===== src/rtl/mem_pkg.sv =====
// Shared types and constants for the SRAM port arbiter.
//   state_t : arbiter bus state (IDLE / ACCESS / TURN)
//   owner_t : which requester owns the access on the bus
package mem_pkg;

  localparam int ADDR_W_DEF = 16;
  localparam int DATA_W_DEF = 16;

  typedef enum logic [1:0] {
    IDLE   = 2'd0,
    ACCESS = 2'd1,
    TURN   = 2'd2
  } state_t;

  typedef enum logic {
    OWN_CORE = 1'b0,
    OWN_DBG  = 1'b1
  } owner_t;

endpackage


===== src/rtl/mem_arb_prio.sv =====
// Eligibility check, priority pick and core starvation counter.
//   i_clk, i_rst   : clock, asynchronous active-high reset
//   state, cur_wr  : bus state and write flag of the access on the bus
//   core_req/_wr   : core request and its direction
//   dbg_req/_wr    : debug request and its direction
//   winner         : requester that wins this cycle (valid when |gnt)
//   gnt            : one-hot grant vector, [0]=core, [1]=debug
//   starve_cnt     : consecutive cycles the eligible core lost to debug
module mem_arb_prio
  import mem_pkg::*;
#(
  parameter int STARVE_MAX = 4
) (
  input  logic       i_clk,
  input  logic       i_rst,
  input  state_t     state,
  input  logic       cur_wr,
  input  logic       core_req,
  input  logic       core_wr,
  input  logic       dbg_req,
  input  logic       dbg_wr,
  output owner_t     winner,
  output logic [1:0] gnt,
  output logic [3:0] starve_cnt
);

  logic core_elig;
  logic dbg_elig;
  logic core_starved;

  // A read may not be issued while a write is on the bus: the next cycle
  // has to be a turnaround. Writes may always follow directly.
  always_comb begin
    core_elig    = core_req && ((state != ACCESS) || core_wr || !cur_wr);
    dbg_elig     = dbg_req  && ((state != ACCESS) || dbg_wr  || !cur_wr);
    core_starved = (starve_cnt == 4'(STARVE_MAX));
    gnt          = 2'b00;
    winner       = OWN_DBG;
    if (core_elig && core_starved) begin
      gnt    = 2'b01;
      winner = OWN_CORE;
    end else if (dbg_elig) begin
      gnt    = 2'b10;
      winner = OWN_DBG;
    end else if (core_elig) begin
      gnt    = 2'b01;
      winner = OWN_CORE;
    end
  end

  always_ff @(posedge i_clk or posedge i_rst) begin
    if (i_rst) begin
      starve_cnt <= 4'd0;
    end else if (gnt[0]) begin
      starve_cnt <= 4'd0;
    end else if (core_elig && gnt[1] && !core_starved) begin
      starve_cnt <= starve_cnt + 4'd1;
    end
  end

endmodule


===== src/rtl/mem_arbiter.sv =====
// Two-port arbiter for the single SRAM port: CPU core (port C) and the
// JTAG/debug engine (port D). One registered SRAM command per cycle, with a
// turnaround cycle inserted when a read follows a write.
//
// Handshake: each port presents Req (valid) with Wr/Addr/Data held stable;
// Gnt (ready, combinational) marks the cycle the command is accepted. A
// requester may drop Req before Gnt to withdraw the command. Done pulses one
// cycle after the SRAM access cycle, on the owner's port only; o_rdData
// carries the read result from that cycle until the next read completes.
//
// Ports:
//   i_clk, i_rst                  clock, asynchronous active-high reset
//   i_core*/o_core*               core command port and grant/done
//   i_dbg*/o_dbg*                 debug command port and grant/done
//   o_rdData                      read data for the port pulsing done
//   o_memEn/Wr/Addr/WrData        registered SRAM command
//   i_memRdData                   SRAM read data (end of ACCESS cycle)
//   o_fsmState, o_starveCnt       debug observation of state and counter
module mem_arbiter
  import mem_pkg::*;
#(
  parameter int ADDR_W     = ADDR_W_DEF,
  parameter int DATA_W     = DATA_W_DEF,
  parameter int STARVE_MAX = 4
) (
  input  logic              i_clk,
  input  logic              i_rst,
  input  logic              i_coreReq,
  input  logic              i_coreWr,
  input  logic [ADDR_W-1:0] i_coreAddr,
  input  logic [DATA_W-1:0] i_coreData,
  output logic              o_coreGnt,
  output logic              o_coreDone,
  input  logic              i_dbgReq,
  input  logic              i_dbgWr,
  input  logic [ADDR_W-1:0] i_dbgAddr,
  input  logic [DATA_W-1:0] i_dbgData,
  output logic              o_dbgGnt,
  output logic              o_dbgDone,
  output logic [DATA_W-1:0] o_rdData,
  output logic              o_memEn,
  output logic              o_memWr,
  output logic [ADDR_W-1:0] o_memAddr,
  output logic [DATA_W-1:0] o_memWrData,
  input  logic [DATA_W-1:0] i_memRdData,
  output logic [1:0]        o_fsmState,
  output logic [3:0]        o_starveCnt
);

  state_t            state_q, state_d;
  owner_t            owner_q;
  owner_t            winner;
  logic [1:0]        gnt_raw;
  logic [1:0]        grant;
  logic              read_pending;
  logic              win_wr;
  logic [ADDR_W-1:0] win_addr;
  logic [DATA_W-1:0] win_data;
  logic              mem_en_q;
  // mem_wr_q doubles as the write flag of the access currently on the bus.
  logic              mem_wr_q;
  logic [ADDR_W-1:0] mem_addr_q;
  logic [DATA_W-1:0] mem_wdata_q;
  logic              core_done_q, dbg_done_q;
  logic [DATA_W-1:0] rd_data_q;

  mem_arb_prio #(.STARVE_MAX(STARVE_MAX)) u_prio (
    .i_clk      (i_clk),
    .i_rst      (i_rst),
    .state      (state_q),
    .cur_wr     (mem_wr_q),
    .core_req   (i_coreReq),
    .core_wr    (i_coreWr),
    .dbg_req    (i_dbgReq),
    .dbg_wr     (i_dbgWr),
    .winner     (winner),
    .gnt        (gnt_raw),
    .starve_cnt (o_starveCnt)
  );

  // Grants are combinational, so reset has to mask them directly to make
  // every output read zero while reset is held.
  assign grant        = gnt_raw & {2{~i_rst}};
  assign read_pending = (i_coreReq && !i_coreWr) || (i_dbgReq && !i_dbgWr);

  always_comb begin
    win_wr   = i_dbgWr;
    win_addr = i_dbgAddr;
    win_data = i_dbgData;
    state_d  = IDLE;
    if (winner == OWN_CORE) begin
      win_wr   = i_coreWr;
      win_addr = i_coreAddr;
      win_data = i_coreData;
    end
    if (|grant) begin
      state_d = ACCESS;
    end else if ((state_q == ACCESS) && mem_wr_q && read_pending) begin
      state_d = TURN;
    end
  end

  always_ff @(posedge i_clk or posedge i_rst) begin
    if (i_rst) begin
      state_q     <= IDLE;
      owner_q     <= OWN_CORE;
      mem_en_q    <= 1'b0;
      mem_wr_q    <= 1'b0;
      mem_addr_q  <= '0;
      mem_wdata_q <= '0;
      core_done_q <= 1'b0;
      dbg_done_q  <= 1'b0;
      rd_data_q   <= '0;
    end else begin
      state_q  <= state_d;
      mem_en_q <= (state_d == ACCESS);
      // Command fields only load on acceptance; they hold otherwise.
      if (|grant) begin
        owner_q     <= winner;
        mem_wr_q    <= win_wr;
        mem_addr_q  <= win_addr;
        mem_wdata_q <= win_data;
      end
      core_done_q <= (state_q == ACCESS) && (owner_q == OWN_CORE);
      dbg_done_q  <= (state_q == ACCESS) && (owner_q == OWN_DBG);
      if ((state_q == ACCESS) && !mem_wr_q) begin
        rd_data_q <= i_memRdData;
      end
    end
  end

  assign o_coreGnt   = grant[0];
  assign o_dbgGnt    = grant[1];
  assign o_coreDone  = core_done_q;
  assign o_dbgDone   = dbg_done_q;
  assign o_rdData    = rd_data_q;
  assign o_memEn     = mem_en_q;
  assign o_memWr     = mem_wr_q;
  assign o_memAddr   = mem_addr_q;
  assign o_memWrData = mem_wdata_q;
  assign o_fsmState  = state_q;

endmodule


===== config.mk =====
export PLATFORM = sky130hd
export DESIGN_NAME = mem_arbiter
export DESIGN_NICKNAME = d
export VERILOG_FILES = /design/src/rtl/mem_pkg.sv /design/src/rtl/mem_arb_prio.sv /design/src/rtl/mem_arbiter.sv
export SDC_FILE = /design/constraint.sdc
export NUM_CORES = 1
export LEC_CHECK = 0
export BUFFER_PORTS_ARGS = -buffer_cell sky130_fd_sc_hd__clkbuf_2
export CORE_UTILIZATION = 45
export CTS_CLUSTER_DIAMETER = 80
export CTS_CLUSTER_SIZE = 24
export DETAILED_ROUTE_END_ITERATION = 6
export PLACE_DENSITY = 0.8
export SYNTH_ARGS = -nofsm -noshare
export SYNTH_HDL_FRONTEND = slang
export SYNTH_SLANG_ARGS = --single-unit

===== constraint.sdc =====
create_clock -name i_clk -period 2 [get_ports i_clk]
set_clock_uncertainty 0.1 [all_clocks]
set_input_delay 0.1 -clock i_clk [delete_from_list [all_inputs] [get_ports i_clk]]
set_output_delay 0.1 -clock i_clk [all_outputs]
set_load 0.1 [all_outputs]

* After elaboration in Yosys (flattened, before gate mapping)
Index checks and enable logic that the tools add are counted.
Storage, ports and cells: bits in registers 59, latch bits 0, bits in writable memories 0, memory bits (read-only) 0, input port bits 86, word-level logic and storage cells 54, memories kept 0
Cells by class: add/subtract/negate cells 1, multipliers 0, divide/modulo/power cells 0, $lt $le $gt $ge 0, eq/ne operators 4, shift operators 0, mux-type cells 13, bitwise operators 3, reduce and logical (&&, ||, !) cells 23
Operator list (count):
- $mux 16 | 2
- $logic_and 1x1->1 | 12
- $mux 2 | 4
- $mux 4 | 2
- $logic_or 1x1->1 | 5
- $mux 1 | 5
- $add 4x1->4 const B | 1
- $eq 2x1->1 const B | 2
- $eq 4x3->1 const B | 1
- $logic_not 1->1 | 4
- $and 2x2->2 | 1
- $ne 2x1->1 const B | 1
- $not 1->1 | 2
- $reduce_bool 2->1 | 1
- $reduce_or 2->1 | 1

* Longest topological paths before layout
Gate-level depths: netlist of the first run.
depth after elaboration 11, depth in mapped cells 7, mapped depth without buffers 6

* By module
A second synthesis of the first run with hierarchy kept.
Unflattened totals: cells, all modules 194, area total of the unflattened synthesis 3133.0 um^2
By module, submodules not included:
- mem_arbiter | times used 1, cells each 159, area an instance 2782.7 um^2, seq. area each 1376.3 um^2
- mem_arb_prio | times used 1, cells each 35, area an instance 350.3 um^2, seq. area each 100.1 um^2

* Worst setup path after synthesis of the first run
Ideal clock, no wire load.
kind reg-to-reg, from register u_prio.starve_cnt[0], to register owner_q, setup time 90 ps, arrival 4163 ps, required time 1810 ps, slack -2353 ps, stages on the path, launching flop included 6, cell sequence dfrtp_1 > inv_1 > ha_1 > and3b_1 > a211oi_1 > o21bai_1
On the way: cells in the longest elaborated chain, start to end 5
RTL lines:
- start: declaration | line mem_arb_prio.sv:24 | output logic [3:0] starve_cnt
- start signal: assignment | line mem_arb_prio.sv:57 | starve_cnt <= starve_cnt + 4'd1;
- $eq 4x3->1 | line mem_arb_prio.sv:36 | core_starved = (starve_cnt == 4'(STARVE_MAX));
- $logic_and 1x1->1 | line mem_arb_prio.sv:39 | if (core_elig && core_starved) begin
- $mux 2 | line mem_arb_prio.sv:39
- $and 2x2->2 | line mem_arbiter.sv:83 | assign grant = gnt_raw & {2{~i_rst}};
- named net o_dbgGnt | line mem_arbiter.sv:38 | output logic o_dbgGnt,
- $reduce_or 2->1 | line mem_arbiter.sv:118 | if (|grant) begin
- end signal: assignment | line mem_arbiter.sv:119 | owner_q <= winner;
- end: declaration | line mem_arbiter.sv:51 | owner_t owner_q;
The timed path passes the listed nets, and every way through them passes these cells. A chain may end at the register's enable or synchronous reset.

* Worst setup path in the final report of the first run
from register u_prio.starve_cnt[0], to output port o_dbgGnt
On the way: cells in the longest elaborated chain, start to end 4
RTL lines (line):
- $eq 4x3->1 | mem_arb_prio.sv:36
- $logic_and 1x1->1 | mem_arb_prio.sv:39
- $mux 2 | mem_arb_prio.sv:39
- $and 2x2->2 | mem_arbiter.sv:83
- end: declaration | mem_arbiter.sv:38
No other way between the ends.

==> results of run 1 <==
-- routing by layer --
metal  global-route usage  wire, µm
met2                0.581      5260
met4                0.168       414
met1                0.329      3710
met3               0.0920       717
met5                    0         0
-- final cells by class --
type | count | area [µm²] | area share
clock buffers | 14 | 173 | 0.0361
clock inverters | 2 | 10.0 | 0.00209
inverters | 7 | 28.8 | 0.00601
multi-input cells | 190 | 1310 | 0.273
flip-flops and latches | 59 | 1490 | 0.310
well taps | 75 | 93.8 | 0.0196
repair buffers | 239 | 1690 | 0.353
-- layout by cell type (no fill, tap or decap), drive strengths merged, types with 3 or more instances in the layout --
cell type and n:
nand2 36, nand2b 4, dlygate4sd3 82, dfrtp 59, mux2 16, inv 7
o21ai 3, buf 14, clkbuf 157, a21oi 66, nor2 37
-- kinds of logic (layout without fill, tap and decap cells) --
group,Yosys count,in the layout,share of synthesized area
and+or+nand+nor,90,90,0.162
adders and majority gates,2,2,0.00911
buffers and inverters,20,262,0.0487
DFF,59,59,0.537
AOI/OAI and AO/OA,81,82,0.177
muxes,16,16,0.0656
-- power by group through the flow --
stage          clock [µW]  combinational [µW]  sequential [µW]
2_1_floorplan           0                 547             3450
3_3_place_gp            0                2840             1610
3_5_place_dp            0                2870             1620
4_1_cts              1010                3000             1610
5_1_grt              1070                3180             1650
6_report             1010                3080             1630
-- stage by stage --
| step | utilization | std cells | hold WS (ns) | setup TNS, ns |
|---|---|---|---|---|
| finish | 0.809 | 586 | 0.0374 | 0 |
| global route | 0.809 | 586 | 0.0297 | -0.0173 |
| CTS | 0.801 | 583 | 0.00379 | -0.0133 |
| detailed placement | 0.628 | 483 | 0.117 | 0 |
| global placement | 0.628 | 483 | 0.105 | 0 |
| floorplan | - | 268 | 0.128 | -4.96 |
-- critical path: cells and delay by family (launching register included) --
| family | cells | cell delay [ns] |
|---|---|---|
| flops | 1 | 0.37 |
| buf+inv | 3 | 0.40 |
| simple gates | 1 | 0.26 |
| fa+ha+maj | 1 | 0.15 |
| compound gates | 1 | 0.25 |
-- sequential cells by signal, summed over array words and instances (netlist names) --
name and count:
o_memWrData 16, owner_q 1, o_rdData 16, o_memAddr 16
o_memEn 1, o_coreDone 1, o_fsmState 2, o_memWr 1
o_dbgDone 1, u_prio.starve_cnt 4
-- worst max path at each step --
stage | from | endpoint | slack, ns | cells past startpoint
6_report | u_prio.starve_cnt[0]$_DFFE_PP0P_ | o_dbgGnt | 0.02 | 6
5_1_grt | u_prio.starve_cnt[0]$_DFFE_PP0P_ | o_dbgGnt | -0.01 | 6
4_1_cts | u_prio.starve_cnt[1]$_DFFE_PP0P_ | o_coreGnt | -0.01 | 7
3_5_place_dp | u_prio.starve_cnt[1]$_DFFE_PP0P_ | o_memWrData[2]$_DFFE_PP0P_ | 0.03 | 6
3_3_place_gp | u_prio.starve_cnt[1]$_DFFE_PP0P_ | o_memAddr[4]$_DFFE_PP0P_ | 0.09 | 6
2_1_floorplan | u_prio.starve_cnt[0]$_DFFE_PP0P_ | owner_q$_DFFE_PP0P_ | -0.49 | 5
-- timing repair --
action	4_1_cts	5_1_grt
gates cloned	0	1
setup endpoints to repair	2	33
hold buffers	82	0
resized for setup	1	3
pin swaps	1	2
endpoints found under the hold margin	69	0
buffers inserted	2	3
-- synth_stat cells, drive strengths merged, types with 2 or more instances --
cell     count  area, µm²
nand3b       2       15.0
mux2        16        180
nand2       36        135
o21ai        3       15.0
nand2b       4       25.0
ha           2       25.0
nor2        37        164
inv          7       26.3
buf         13        108
o2bb2ai      2       17.5
a21oi       66        330
nand3        2       10.0
nand4bb      2       38.8
dfrtp       59       1480
==> impl_summary.md, run 1 <==
Worst setup path
The worst setup path is launched from a flop. For the worst setup path, the data required time is approximately 1.8 ns. Measured in cells, the most critical reg-to-reg path has a length of 7. By startpoint and endpoint, the worst setup path is classified as flop to output pin. The worst setup path is captured at an output pin. The cell type with the highest occurrence count on the critical path is buf_12. The critical path goes through inv_2 -> ha_4 -> and3b_2 -> buf_12 -> a211oi_4 -> buf_12.

In this design, the stage delay of the slowest critical-path cell is between 0.3 and 0.4 ns. Of all nets on the critical path, the largest fanout is 4. Among all stages on the critical path, the largest delay is contributed by dfrtp_2. The arrival time at the worst endpoint is 1.78 ns.

The worst setup slack for register-to-register paths is 0.03 ns. The endpoint of the most critical register-to-register path is o_memWrData[4]$_DFFE_PP0P_. The worst register-to-register path begins at u_prio.starve_cnt[0]$_DFFE_PP0P_.

Clock tree
TritonCTS built the clock tree. Clock-pin slew was measured on the worst setup and hold paths at ~0.070 ns. The CTS root buffer is clkbuf_8.

The number of clock buffers added by TritonCTS is 9. Counting along the longest clock path gives a buffer depth of 2. Clock tree synthesis found a total of a little under 60 sinks. The count of H-tree levels built during CTS is 3. At the later pin of the worst-skew pair, clock insertion delay measures ~0.33 ns.

Pwr
Cell internal power was estimated by the tool at about 2600 µW. Of the total power, combinational logic draws 0.539. The clock power share is 0.176. The net load switching power is 3090 µW. The power density over the cells is about 1200 nW/µm².

The design draws between 5000 and 6000 µW. Of the total power, the share spent switching nets is 0.541. The power share of the sequential group is 0.285. The leakage power figure is about 0.0023 µW. The peak supply drop is between 1 and 1.5 mV.

Die
Measured along the x axis, the die boundary spans between 80 and 90 µm. The area of the core is roughly 5900 µm². The die covers 6420 µm².

The floorplan die height is between 80 and 90 µm. In this run the count of I/O pins placed on the die edge is approximately 150. After floorplanning, the core was divided into 28 placement rows. The initial utilization of the core area, before any placement, comes to 0.464.

Yosys
The predominant post-synthesis flop cell is dfrtp_1. The number of nets handed over by synthesis was ~360. For this run, the register share of the synthesized area comes to 0.537. The post-synthesis cell area is 2750 µm².

The flop and latch count out of synthesis is 59. The number of synthesis warnings is 0. Yosys mapped the design onto 36 distinct sky130hd cell types.

The number of cells produced by synthesis is 268. The number of flops mapped to enable cells by yosys is 0. In the synthesized netlist the async set-or-reset flop fraction comes to 1.00. The synthesized area divided by synthesized cell count is roughly 10 µm².

Min path
The worst hold path stage count is 3. The source of the worst hold timing path is i_coreData[0]. In this run the worst hold path is classified as input port to flop.

The worst hold path terminates at o_memWrData[0]$_DFFE_PP0P_.

Placed design
The detailed-placement wirelength estimate is roughly 5100 µm. The cell area after placement is 3720 µm². The total of buffers placed on input and output ports is around 150.

The setup slack after placement is about 0.028 ns. The congestion estimate from routability-driven global placement came to ~0.82.

Cells and area
The count of filler cells inserted in the layout is approximately 350. The final standard cell area without fillers is 4790 µm². The net count reported at finish is about 590. The area growth from synthesis to layout is 74.2%.

The fraction of layout instances using a drive strength above 1 is 0.493. The number of diodes is 0.

Global route
The total overflow reported by the global router is 0. The number of antenna violations at the first check in global routing is 0. For this run, the total global-route usage over all layers was measured as 0.319. The wire length of the first global-routing pass is between 15,000 and 20,000 µm. Entering global routing, the biggest net connects 40 pins.

The via count of the first global-routing pass was between 3,000 and 4,000.

Run
The max-capacitance violation count is 0.

Routing
In the routed design, unresolved DRC markers number 0. The detailed-route vias per instance is 5.30. The number of violations reported at the end of detailed-routing iteration 0 is around 200.

The total via count after detailed routing is around 3,100. After detailed routing, the total wire length is between 10,000 and 15,000 µm. The first TritonRoute pass finished after 6 iterations. After detailed routing, the average wire length per cell comes to ~17 µm. The remaining number of nets flagged by the antenna check after routing is 0.

Run status
The run finished with clean final reports.

Timing
The count of endpoints failing setup in the final report is 0. The worst path needs 1.98 ns of the cycle, external delays included. The max-slew violation count was 0. Measured against its own limit, the worst slew margin works out to 0.376. The final worst setup slack is roughly 0.023 ns. Setup repair after global routing could not meet its margin everywhere. The top achievable clock speed is between 0.5 and 0.6 GHz. The final worst-path cycle share is 0.989. The transition time of the tightest slew-check pin is between 0.9 and 1 ns. The number of endpoints with negative hold slack in the final report came to 0.
Power figures use the tool's default switching activity.
==> run 2: changes to the inputs <==
CTS_BUF_LIST = sky130_fd_sc_hd__clkbuf_4 sky130_fd_sc_hd__clkbuf_8   (was default)
GPL_TIMING_DRIVEN = 0   (was default)
==> impl_summary.md, run 2 (same netlist as run 1, synthesis figures left out) <==
Run status
The flow ran to the end, but the final reports show violations. The final reports fail on setup timing.

Cells and area
After the flow finishes, the layout carries non-filler instances totaling ~600. The net count reported at finish is 606. The leading cell type in the layout, fill and taps excluded is clkbuf_2.

In the final layout, the share of cells above drive strength 1 is 0.516. The post-route core utilization is 0.841. The area growth from synthesis to layout is 81.2%. Summing all flip-flop and latch instances after layout gives ~1500 µm². The count of filler cells inserted in the layout is 305. The number of diodes is 0. In the layout the commonest cells are clkbuf_2, dlygate4sd3_1, dfrtp_1. The area occupied by multi-input gates is 1310 µm².

Timing
The count of endpoints failing setup in the final report is 2. The final total negative setup slack is -0.0450 ns. The final worst-path cycle share is 1.02. The routed design could run at a clock period as short as around 2.0 ns.

The top achievable clock speed is between 0.4 and 0.5 GHz. Setup repair after global routing could not meet its margin everywhere. The number of endpoints with negative hold slack in the final report is 0. At the pin with the least slew margin, the transition time is around 0.57 ns.

After layout, the worst setup slack is -0.0378 ns. The max-slew violation count is 0. The headroom to the max-slew limit is 0.622.

Placed design
The HPWL after detailed placement is roughly 5300 µm. The placer congestion estimate is roughly 0.86. After detailed placement, the design holds a cell count of slightly below 500. The total of buffers placed on input and output ports is between 100 and 150.

Clock tree
The longest clock path from root to sink contains 2 buffers. The number of clock buffers added by TritonCTS is 9. TritonCTS built the clock tree. The insertion delay of the later-clocked pin in the worst-skew pair is ~0.34 ns. The count of H-tree levels built during CTS is 3. The CTS root buffer is clkbuf_8.

The clock net in this run drives a total of 59 sinks. The clock slew at the register clock pins of the worst setup and hold paths is 0.08 ns.

Worst setup path
For the worst setup path, the data arrival time is between 1.5 and 2 ns. The critical path goes through inv_2 -> ha_4 -> and3b_2 -> o311ai_4 -> nor2_4 -> clkbuf_16. Data on the critical path is required at its endpoint by between 1.5 and 2 ns. The slowest cell on the critical path is dfrtp_2.

The startpoint type of the worst setup path is a flop. Along the worst path, the maximum fanout reaches 6. The critical path class is flop to output pin. STA classifies the critical path endpoint as an output pin. The highest cell delay on the worst timing path is 0.43 ns.

Routing
After the first detailed-routing iteration, the DRC count stood at ~290. The count of unresolved DRC violations after routing is 0. Before antenna repair, the detailed router went through 6 iterations. In this run the remaining antenna-violating nets after routing total 0.

Dividing the detail-routed via count by the number of cells gives ~5.2. The wire length reported by the detailed router is 10,600 µm. The final route contains 3,137 vias. The mean routed wirelength per cell is ~18 µm.

Die
The area of the core is 5920 µm². The horizontal die dimension is 80.1 µm. The total I/O pin count is roughly 150. The floorplan step defined a die boundary enclosing 6420 µm².

The floorplan has 28 rows. The initial core utilization is 0.464. The floorplan step set the die height to about 80 µm.

Min path
The min-delay analysis places its worst path in the category input port to flop.

Global route
Entering global routing, the biggest net connects 36 pins. Global routing finished with a remaining overflow of 0. Across every metal layer, demand over resource in global routing totals 0.319. The number of antenna violations at the first check in global routing is 0. The via count of the first global-routing pass is roughly 3,200. The first global-routing pass estimated between 15,000 and 20,000 µm of wire.

Pwr
The leakage power figure is roughly 0.0024 µW. The power density over the cells is approximately 1200 nW/µm². The peak supply drop is between 1 and 1.5 mV.

Run
Across the run, the number of max-cap violations was 0.
==> run 2: metal layers <==
metal	part of all wire	global-route usage
met1	0.36	0.339
met2	0.54	0.595
met3	0.065	0.0648
met4	0.037	0.159
met5	0	0
==> run 2: layout make-up <==
class	instances	share of cell area
Multi-Input combinational cell	189	0.263
Buffer	13	0.0304
Clock buffer	12	0.0319
Clock inverter	4	0.0101
Timing Repair Buffer	239	0.342
Tap cell	75	0.0188
Inverter	7	0.00528
Sequential cell	59	0.298
==> run 2: worst max-delay path: cells and delay by family (launching register included) <==
| family | cells | cell delay (ns) |
|---|---|---|
| and+or+nand+nor | 2 | 0.35 |
| adders and majority gates | 1 | 0.15 |
| buffers and inverters | 2 | 0.27 |
| AOI/OAI and AO/OA | 1 | 0.30 |
| DFF | 1 | 0.43 |
==> run 2: through the flow <==
stage | power, µW | worst slack (ns) | cell area (µm²) | hold slack (ns)
after CTS | 5780 | -0.0238 | 4880 | 0.0512
after floorplan | 4000 | -0.494 | 2930 | 0.128
after global placement | 4460 | -0.658 | 3750 | 0.219
after global routing | 6130 | -0.116 | 4980 | 0.0763
final | 5930 | -0.0378 | 4980 | 0.0868
after detailed placement | 4510 | -0.0123 | 3770 | 0.146
==> run 2: path summary, 6_finish.rpt <==
path | start | endpoint | slack, ns | cells past startpoint
worst max-delay path | u_prio.starve_cnt[0]$_DFFE_PP0P_ | o_coreGnt | -0.04 | 6
worst min-delay path | i_dbgReq | u_prio.starve_cnt[1]$_DFFE_PP0P_ | 0.09 | 3
worst max register to register | o_fsmState[1]$_DFF_PP0_ | o_memWrData[2]$_DFFE_PP0P_ | 0.01 | 7
worst min register to register | owner_q$_DFFE_PP0P_ | o_coreDone$_DFF_PP0_ | 0.38 | 1
max in group asynchronous | i_rst | o_memAddr[11]$_DFFE_PP0P_ | 0.85 | 4
min in group asynchronous | i_rst | o_rdData[11]$_DFFE_PP0P_ | 0.36 | 3
==> run 2: power by group <==
group,internal (µW),switching (µW)
combinational,670,2460
clock,656,506
sequential,1450,186
total,2770,3160
==> run 2: what timing repair did <==
action | CTS | global route
resized for setup | 7 | 9
endpoints found under the setup margin | 6 | 33
pin swaps | 2 | 5
hold buffers | 82 | 0
buffers inserted | 3 | 8
endpoints found under the hold margin | 73 | 0
==> run 3: changes to the inputs <==
clock period = 2.1 ns   (was 2 ns; I/O delays follow)
==> impl_summary.md, run 3 (same netlist as run 1, synthesis figures left out) <==
Worst setup path
Along the worst path, the maximum fanout reaches 6. For the worst flop-to-flop path, the logic depth is 8. STA classifies the critical path startpoint as a flop. The required time of the worst setup path is 1.89 ns. The arrival time at the worst endpoint is 1.85 ns. The critical path class is flop to output pin. The worst setup path is captured at an output pin.

Placed design
During placement, the flow inserted port buffers numbering between 100 and 150. Once detailed placement completed, the half-perimeter wirelength came to 5150 µm. Timing analysis after detailed placement gives a worst setup slack of ~0.046 ns. Once placement completed, the tool counted placed cells totaling 489. The placer congestion estimate is 0.820.

Timing
The final total negative setup slack is 0 ns. The transition time of the tightest slew-check pin is approximately 0.56 ns. The final worst-path cycle share is 0.978. The number of endpoints with negative hold slack in the final report is 0.

The max-slew violation count came to 0. The top achievable clock speed is a little under 0.5 GHz. The headroom to the max-slew limit is 0.626. Setup violations remaining at the end of the flow were counted as 0. Setup repair after global routing could not meet its margin everywhere.

The clock period minus final worst setup slack is around 2.1 ns. The final worst setup slack is ~0.046 ns.

Global route
The first global-routing pass estimated ~14,000 µm of wire. In the global route stage, overall resource usage came out at 0.293. In the global route stage, met2 resource usage came out at 0.520. The number of antenna violations at the first check in global routing is 0. For met1 alone, demand over resource in global routing was 0.320. The largest net degree at the start of global routing is 39.

The global routing stage identified its most utilized layer as met2. The global-route track usage on met3 is 0.0727. The via count of the first global-routing pass is slightly above 3,000. For this run the aggregate overflow at the end of global routing stands at 0.

Die
In this run the standard cell core region covers about 5900 µm². The floorplan die height is roughly 80 µm. The initial core utilization is 0.464.

The standard-cell row count is 28. The total I/O pin count is roughly 150. The floorplan die area is around 6400 µm². Measured along the x axis, the die boundary spans around 80 µm.

Min path
The class of the worst hold path is input port to flop. Counting instances, the worst hold path has a depth of 3.

Cells and area
The net count of the finished layout is 596. The count of non-filler cells in the finished layout is ~600. The leading cell type in the layout, fill and taps excluded is clkbuf_2. The fraction of layout instances using a drive strength above 1 is 0.439. In the layout the commonest cells are clkbuf_2, dlygate4sd3_1, a21oi_1.

The count of filler cells inserted in the layout is approximately 360. The number of diodes is 0. The area growth from synthesis to layout is 73.4%.

Routing
The count of nets left with antenna violations once routing finished came out at 0. The wire length reported by the detailed router is between 9000 and 10,000 µm. The mean routed wirelength per cell is roughly 16 µm.

The first detailed-routing pass took 5 iterations. The first routing iteration left 177 violations. The count of unresolved DRC violations after routing is 0. The total via count after detailed routing is roughly 3,000. After detailed routing, the number of vias per cell comes to slightly above 5.

Pwr
Summed over all cells, the static leakage comes to ~0.0023 µW. In this run the power density over the cells is approximately 1200 nW/µm². IR analysis of the VDD net gives a maximum drop of ~1.2 mV.

Run status
The run finished with clean final reports.

Clock tree
The clock slew at the register clock pins of the worst setup and hold paths is 0.06 ns. The clock tree from TritonCTS is done. In this run the deepest clock path goes through 2 buffers.

The number of clock buffers inserted by TritonCTS is 9. Clock tree synthesis selected as its root buffer the cell clkbuf_8. The count of H-tree levels built during CTS is 3.

The insertion delay of the later-clocked pin in the worst-skew pair is between 0.3 and 0.4 ns. Clock tree synthesis found a total of 59 sinks.

Run
Across the run, the number of max-cap violations was 0.
## run 3: area by class of cell
class                   instances  area (µm²)  area share
inverters                       7        26.3     0.00552
multi-input cells             189        1170       0.246
clock inverters                 4         120      0.0252
flip-flops and latches         59        1490       0.312
plain buffers                  13         113      0.0236
clock buffers                  12         159      0.0334
repair buffers                229        1590       0.334
well taps                      75        93.8      0.0197
## run 3: what timing repair did
item / 4_1_cts / 5_1_grt
endpoints found under the setup margin: 2 / 22
setup buffers: 0 / 2
hold buffers: 81 / 0
gates resized for setup: 2 / 9
pin swaps: 0 / 2
endpoints found under the hold margin: 69 / 0
## run 3: through the flow
stage | utilization | hold slack [ns] | area (µm²) | total power [µW]
after floorplan | - | 0.133 | 2780 | 3760
after global placement | 0.608 | 0.223 | 3600 | 4190
after detailed placement | 0.612 | 0.113 | 3620 | 4240
after CTS | 0.797 | 0.00290 | 4720 | 5770
after global routing | 0.805 | 0.0350 | 4760 | 6040
final | 0.805 | 0.0330 | 4760 | 5820
## run 3: metal layers
layer / vias to the layer above / routed length [µm]
met5: - / 0
met4: 0 / 328
met3: 33 / 595
met2: 160 / 4860
met1: 1400 / 3410
li1: 1406 / -
## run 3: critical path: stages, from the launching register on
cell      delay (ns)
dfrtp_2         0.41
inv_2           0.06
ha_4            0.15
and3b_2         0.26
o311ai_4        0.28
buf_4           0.17
nor2_4          0.04
buf_12          0.16
## run 3: worst paths after layout
path	startpoint	end	slack [ns]
worst max-delay path	u_prio.starve_cnt[0]$_DFFE_PP0P_	o_coreGnt	0.05
worst min-delay path	i_coreWr	o_memWr$_DFFE_PP0P_	0.03
worst max register to register	u_prio.starve_cnt[0]$_DFFE_PP0P_	o_memWrData[12]$_DFFE_PP0P_	0.12
worst min register to register	owner_q$_DFFE_PP0P_	o_coreDone$_DFF_PP0_	0.33
max in group asynchronous	i_rst	u_prio.starve_cnt[2]$_DFFE_PP0P_	0.99
min in group asynchronous	i_rst	o_memAddr[9]$_DFFE_PP0P_	0.34
## run 3: where the power goes
group          total (µW)  internal, µW  switching [µW]
Sequential           1550          1380             166
Clock                1410           988             424
Combinational        2860           581            2280
